[src/rtl/hazard_ctrl.sv]
`default_nettype none
// ============================================================================
//  Module      : hazard_ctrl
//  Description : Backward pipeline control. Produces PC/IF-ID write enables,
//                IF-ID/ID-EX/EX-MEM flushes and a whole-pipe freeze from
//                load-use hazards, taken branches, multi-cycle memory access
//                and halt drain. Also counts RUN-mode stall cycles.
//  Revision    : 1.0 - initial release
// ============================================================================
module hazard_ctrl #(
    parameter int DRAIN_CYCLES = 4,
    parameter int CNT_W        = 16
) (
    input  logic             clk,
    input  logic             rst,
    input  logic [4:0]       ifid_rs,
    input  logic [4:0]       ifid_rt,
    input  logic             ifid_uses_rs,
    input  logic             ifid_uses_rt,
    input  logic             idex_reg_dst,
    input  logic [4:0]       idex_rt,
    input  logic [4:0]       idex_rd,
    input  logic             idex_reg_write,
    input  logic             idex_mem_to_reg,
    input  logic             idex_halt,
    input  logic             mem_busy,
    input  logic             branch_taken,
    output logic             pc_write,
    output logic             ifid_write,
    output logic             ifid_flush,
    output logic             idex_flush,
    output logic             exmem_flush,
    output logic             freeze,
    output logic             halted,
    output logic [CNT_W-1:0] stall_count
);

    localparam logic [1:0]       S_RUN        = 2'd0;
    localparam logic [1:0]       S_DRAIN      = 2'd1;
    localparam logic [1:0]       S_HALTED     = 2'd2;
    localparam logic [3:0]       c_drain_init = 4'(DRAIN_CYCLES);
    localparam logic [CNT_W-1:0] c_cnt_max    = '1;

    logic [1:0]       r_state;
    logic [1:0]       w_state_nxt;
    logic [3:0]       r_drain_cnt;
    logic [3:0]       w_drain_nxt;
    logic [CNT_W-1:0] r_stall_count;
    logic [4:0]       w_idex_dest;
    logic             w_load_use;

    // Destination of the instruction in EX and whether the IF/ID instruction
    // needs that load result before it can be forwarded.
    always_comb begin
        w_idex_dest = idex_reg_dst ? idex_rd : idex_rt;
        w_load_use  = idex_mem_to_reg & idex_reg_write & (w_idex_dest != 5'd0) &
                      ((ifid_uses_rs & (ifid_rs == w_idex_dest)) |
                       (ifid_uses_rt & (ifid_rt == w_idex_dest)));
    end

    // Control outputs and next-state; reset overrides the outputs last.
    always_comb begin
        pc_write    = 1'b1;
        ifid_write  = 1'b1;
        ifid_flush  = 1'b0;
        idex_flush  = 1'b0;
        exmem_flush = 1'b0;
        freeze      = 1'b0;
        w_state_nxt = r_state;
        w_drain_nxt = r_drain_cnt;

        case (r_state)
            S_RUN: begin
                if (mem_busy) begin
                    // Nothing advances; branch and load-use wait for MEM.
                    freeze     = 1'b1;
                    pc_write   = 1'b0;
                    ifid_write = 1'b0;
                end else if (branch_taken) begin
                    ifid_flush  = 1'b1;
                    idex_flush  = 1'b1;
                    exmem_flush = 1'b1;
                end else if (w_load_use) begin
                    pc_write   = 1'b0;
                    ifid_write = 1'b0;
                    idex_flush = 1'b1;
                end
                // A taken branch squashes the halt sitting in ID/EX.
                if (idex_halt && !mem_busy && !branch_taken) begin
                    w_state_nxt = S_DRAIN;
                    w_drain_nxt = c_drain_init;
                end
            end
            S_DRAIN: begin
                pc_write   = 1'b0;
                ifid_write = 1'b0;
                ifid_flush = 1'b1;
                idex_flush = 1'b1;
                freeze     = mem_busy;
                // Only cycles where the older instructions actually move count.
                if (!mem_busy) begin
                    if (r_drain_cnt <= 4'd1) begin
                        w_state_nxt = S_HALTED;
                        w_drain_nxt = 4'd0;
                    end else begin
                        w_drain_nxt = r_drain_cnt - 4'd1;
                    end
                end
            end
            S_HALTED: begin
                pc_write    = 1'b0;
                ifid_write  = 1'b0;
                ifid_flush  = 1'b1;
                idex_flush  = 1'b1;
                exmem_flush = 1'b1;
            end
            default: begin
                w_state_nxt = S_RUN;
                w_drain_nxt = 4'd0;
            end
        endcase

        if (rst) begin
            pc_write    = 1'b0;
            ifid_write  = 1'b0;
            ifid_flush  = 1'b1;
            idex_flush  = 1'b1;
            exmem_flush = 1'b1;
            freeze      = 1'b0;
        end
    end

    // State and drain counter registers.
    always_ff @(posedge clk) begin
        if (rst) begin
            r_state     <= S_RUN;
            r_drain_cnt <= 4'd0;
        end else begin
            r_state     <= w_state_nxt;
            r_drain_cnt <= w_drain_nxt;
        end
    end

    // Saturating count of RUN cycles in which the PC was held.
    always_ff @(posedge clk) begin
        if (rst) begin
            r_stall_count <= '0;
        end else if ((r_state == S_RUN) && !pc_write && (r_stall_count != c_cnt_max)) begin
            r_stall_count <= r_stall_count + 1'b1;
        end
    end

    assign halted      = (r_state == S_HALTED);
    assign stall_count = r_stall_count;

endmodule
`default_nettype wire
[config.mk]
export PLATFORM = sky130hd
export DESIGN_NAME = hazard_ctrl
export DESIGN_NICKNAME = d
export VERILOG_FILES = /design/src/rtl/hazard_ctrl.sv
export SDC_FILE = /design/constraint.sdc
export NUM_CORES = 1
export LEC_CHECK = 0
export ABC_AREA = 1
export CORE_MARGIN = 2
export CORE_UTILIZATION = 40
export CTS_CLUSTER_SIZE = 40
export DETAILED_ROUTE_END_ITERATION = 16
export PLACE_DENSITY = 0.69
export SYNTH_ARGS = -nofsm -noshare
export SYNTH_HDL_FRONTEND = slang
export SYNTH_SLANG_ARGS = --single-unit
[constraint.sdc]
create_clock -name clk -period 4.3 [get_ports clk]
set_clock_uncertainty 0.2 [all_clocks]
set_input_delay 1.29 -clock clk [delete_from_list [all_inputs] [get_ports clk]]
set_output_delay 1.29 -clock clk [all_outputs]
set_load 0.02 [all_outputs]
==> flow_metrics.py <==
metrics = {
    "outcome": {
        "status": "completed",
    },
    "sta": {
        "finalHoldViolations": 0,
        "tightest_slew_ns": 0.4881,
        "relSlewSlack_pct": 67.34,
        "fin_setup_tns_ns": 0,
        "fin_crit_sh_pct": 97.46,
        "grt_setup_unrepaired": "yes",
        "min_period_ns": 4.191,
        "finalMaxSlewViolations": 0,
        "max_freq_ghz": 0.2386,
        "finalSetupViolCount": 0,
    },
    "power": {
        "ir_drop_mv": 0.2252,
        "leakage_nw": 1.231,
        "report.power.total_uw": 912.1,
        "powerDensity_nw_per_um2": 361.2,
    },
    "clock_network": {
        "clock_latency_ns": 0.26,
        "cts_tree": "built",
        "clkTransAtPathRegs_ns": 0.08,
        "cts-root-buf": "clkbuf_8",
        "htreeDepth": 1,
        "clk_path_buf_depth": 2,
        "cts_buffers": 3,
        "cts.sinks": 22,
        "hold_buffers": 0,
    },
    "route": {
        "post_drt_wl_per_cell_um": 11.50,
        "drc": 0,
        "drt_iter0_drc": 98,
        "wl_um": 4554,
        "num_vias": 1996,
        "route.detailed.vias_per_inst": 5.040,
        "detail-route-antenna-nets": 0,
        "firstDrtPassIters": 4,
    },
    "global_routing": {
        "grt_pass1_vias": 1848,
        "grt_max_degree": 19,
        "grtUsageTotal_pct": 18.43,
        "grt_overflow": 0,
        "grt_pass1_wl_um": 7714,
        "antenna_found_initial": 0,
    },
    "synthesis": {
        "ys_seq_area_share_pct": 24.67,
        "ys_types": 33,
        "synth_top_area_cell": "dfxtp_1",
        "ys_warn_count": 0,
        "synth_top_area_share_pct": 24.67,
        "syn_avg_cell_area_um2": 6.309,
        "syn_nets": 320,
        "ys_ff_latch": 22,
        "yosys-top-cells-area": "dfxtp_1, nand2_1, inv_1",
        "synth_area_um2": 1785,
        "synth_cells": 283,
    },
    "setup_path": {
        "worstRegToRegCells": 13,
        "cp-end-kind": "output pin",
        "start_kind": "input port",
        "path_class": "input port to output pin",
        "worstPathArrival_ns": 2.70,
        "required_ns": 2.81,
        "cp_max_fo": 2,
    },
    "floorplan": {
        "die_h_um": 70.81,
        "core_area_um2": 4324,
        "rows": 24,
        "io_pins": 53,
        "die-area_um2": 5014,
        "floorplan.initialDensity_pct": 41.29,
        "die_w_um": 70.81,
    },
    "finish": {
        "nNetsFinal": 382,
        "drive_gt1_share_pct": 13.37,
        "final_util_pct": 58.39,
        "syn2layout_area_growth_pct": 41.42,
        "diodes": 0,
    },
    "min_path": {
        "min_path_type": "flip-flop to flip-flop",
        "min_delay_path_depth": 2,
    },
    "placement": {
        "hpwl_um": 3477,
        "gp_congestion": 0.8244,
        "port_buffers": 52,
    },
    "flow_run": {
        "max-cap-violations": 0,
    },
}
cells by family after synthesis:
group,count (synthesis),synth area share [%]
simple gates,162,42.96
buf+inv,51,12.82
compound gates,31,9.741
flops,22,24.67
xor+xnor,10,4.906
fa+ha+maj,7,4.905
where the power goes:
part | total (mW) | switching [mW] | internal, mW | leakage [nW]
Sequential | 0.256 | 0.0246 | 0.232 | 0.179
Combinational | 0.460 | 0.276 | 0.184 | 1.02
Clock | 0.196 | 0.0719 | 0.124 | 0.0357
Total | 0.912 | 0.372 | 0.540 | 1.23
cell usage after synthesis, drive strengths merged:
cell type / instances
ha: 7
inv: 41
o41ai: 1
buf: 6
nand4: 17
clkbuf: 3
nand3b: 2
xor2: 9
a211oi: 1
clkinv: 1
xnor2: 1
nor3: 3
o31ai: 1
a31oi: 2
nand2: 84
a21oi: 17
o21ai: 7
nand3: 24
a41oi: 2
dfxtp: 22
nor2: 28
nor3b: 1
nor4: 3
layer usage:
metal / track usage [%] / up-vias / routed length, um / part of all wire, %
met2: 33.64 / 43 / 2184 / 48
met1: 22.38 / 904 / 2141 / 47
met4: 4.822 / 0 / 34 / 0.75
met3: 2.991 / 4 / 194 / 4.3
met5: 0 / - / 0 / 0
li1: - / 1045 / - / -
final cells by class:
class | count | area (um2)
clock buffer | 3 | 41.29
timing repair buffer | 66 | 636.9
fill | 424 | 1799
sequential | 22 | 440.4
clock inverter | 1 | 30.03
inverter | 42 | 165.2
multi-input combinational | 210 | 1146
tap | 52 | 65.06
through the flow:
stage,std cells,hold slack (ns),cell area (um2),setup slack [ns]
5_1_grt,396,0.3296,2525,-0.02213
4_1_cts,395,0.2996,2470,-0.03707
6_report,396,0.2988,2525,0.1092
3_3_place_gp,390,0.2787,2395,-0.6743
2_1_floorplan,283,0.2620,1785,0.1311
3_5_place_dp,390,0.2880,2395,-0.6850
timing repair:
| action | 4_1_cts | 5_1_grt |
|---|---|---|
| setup buffers | 0 | 1 |
| endpoints found under the setup margin | 3 | 5 |
| gates cloned | 1 | 0 |
| resized for setup | 22 | 22 |
| pin swaps | 3 | 9 |
registers in the layout (all words and copies together) (netlist names):
| signal | flops |
|---|---|
| stall_count | 16 |
| r_drain_cnt | 4 |
| r_state | 2 |
critical path, stage by stage:
cell,delay [ns]
clkdlybuf4s50_1,0.49
inv_1,0.05
nand2_1,0.06
nand2_1,0.05
nor2_1,0.12
nand3_1,0.08
nand2_1,0.07
nand2_2,0.06
o41ai_2,0.23
buf_4,0.20
placed cells by master, fill, tap and decap left out:
| master | instances |
|---|---|
| nand2_1 | 68 |
| inv_2 | 1 |
| nand4_2 | 1 |
| ha_1 | 7 |
| buf_2 | 1 |
| dfxtp_1 | 22 |
| inv_1 | 39 |
| buf_4 | 14 |
| clkdlybuf4s50_1 | 36 |
| a41oi_1 | 2 |
| dlygate4sd2_1 | 3 |
| a211oi_1 | 1 |
| nand2_2 | 13 |
| nand3_4 | 1 |
| nor2_2 | 1 |
| nor3_2 | 1 |
| nor4_1 | 3 |
| clkbuf_8 | 3 |
| clkinv_1 | 1 |
| nand3b_1 | 2 |
| nor3b_1 | 1 |
| o31ai_1 | 1 |
| xnor2_1 | 1 |
| a31oi_1 | 2 |
| nor3_1 | 2 |
| nand2_4 | 3 |
| inv_8 | 1 |
| o21ai_0 | 7 |
| dlymetal6s2s_1 | 9 |
| clkbuf_2 | 1 |
| bufinv_16 | 1 |
| buf_6 | 2 |
| nand3_2 | 1 |
| nand3_1 | 22 |
| xor2_1 | 9 |
| a21oi_1 | 17 |
| o41ai_2 | 1 |
| nor2_1 | 27 |
| nand4_1 | 16 |
final timing paths:
path	start	slack (ns)	to
max	ifid_rs[0]	0.11	idex_flush
min	stall_count[13]	0.30	stall_count[13]
max reg2reg	r_state[0]	1.79	stall_count[5]
min reg2reg	stall_count[13]	0.30	stall_count[13]
(Power assumes the default switching activity.)
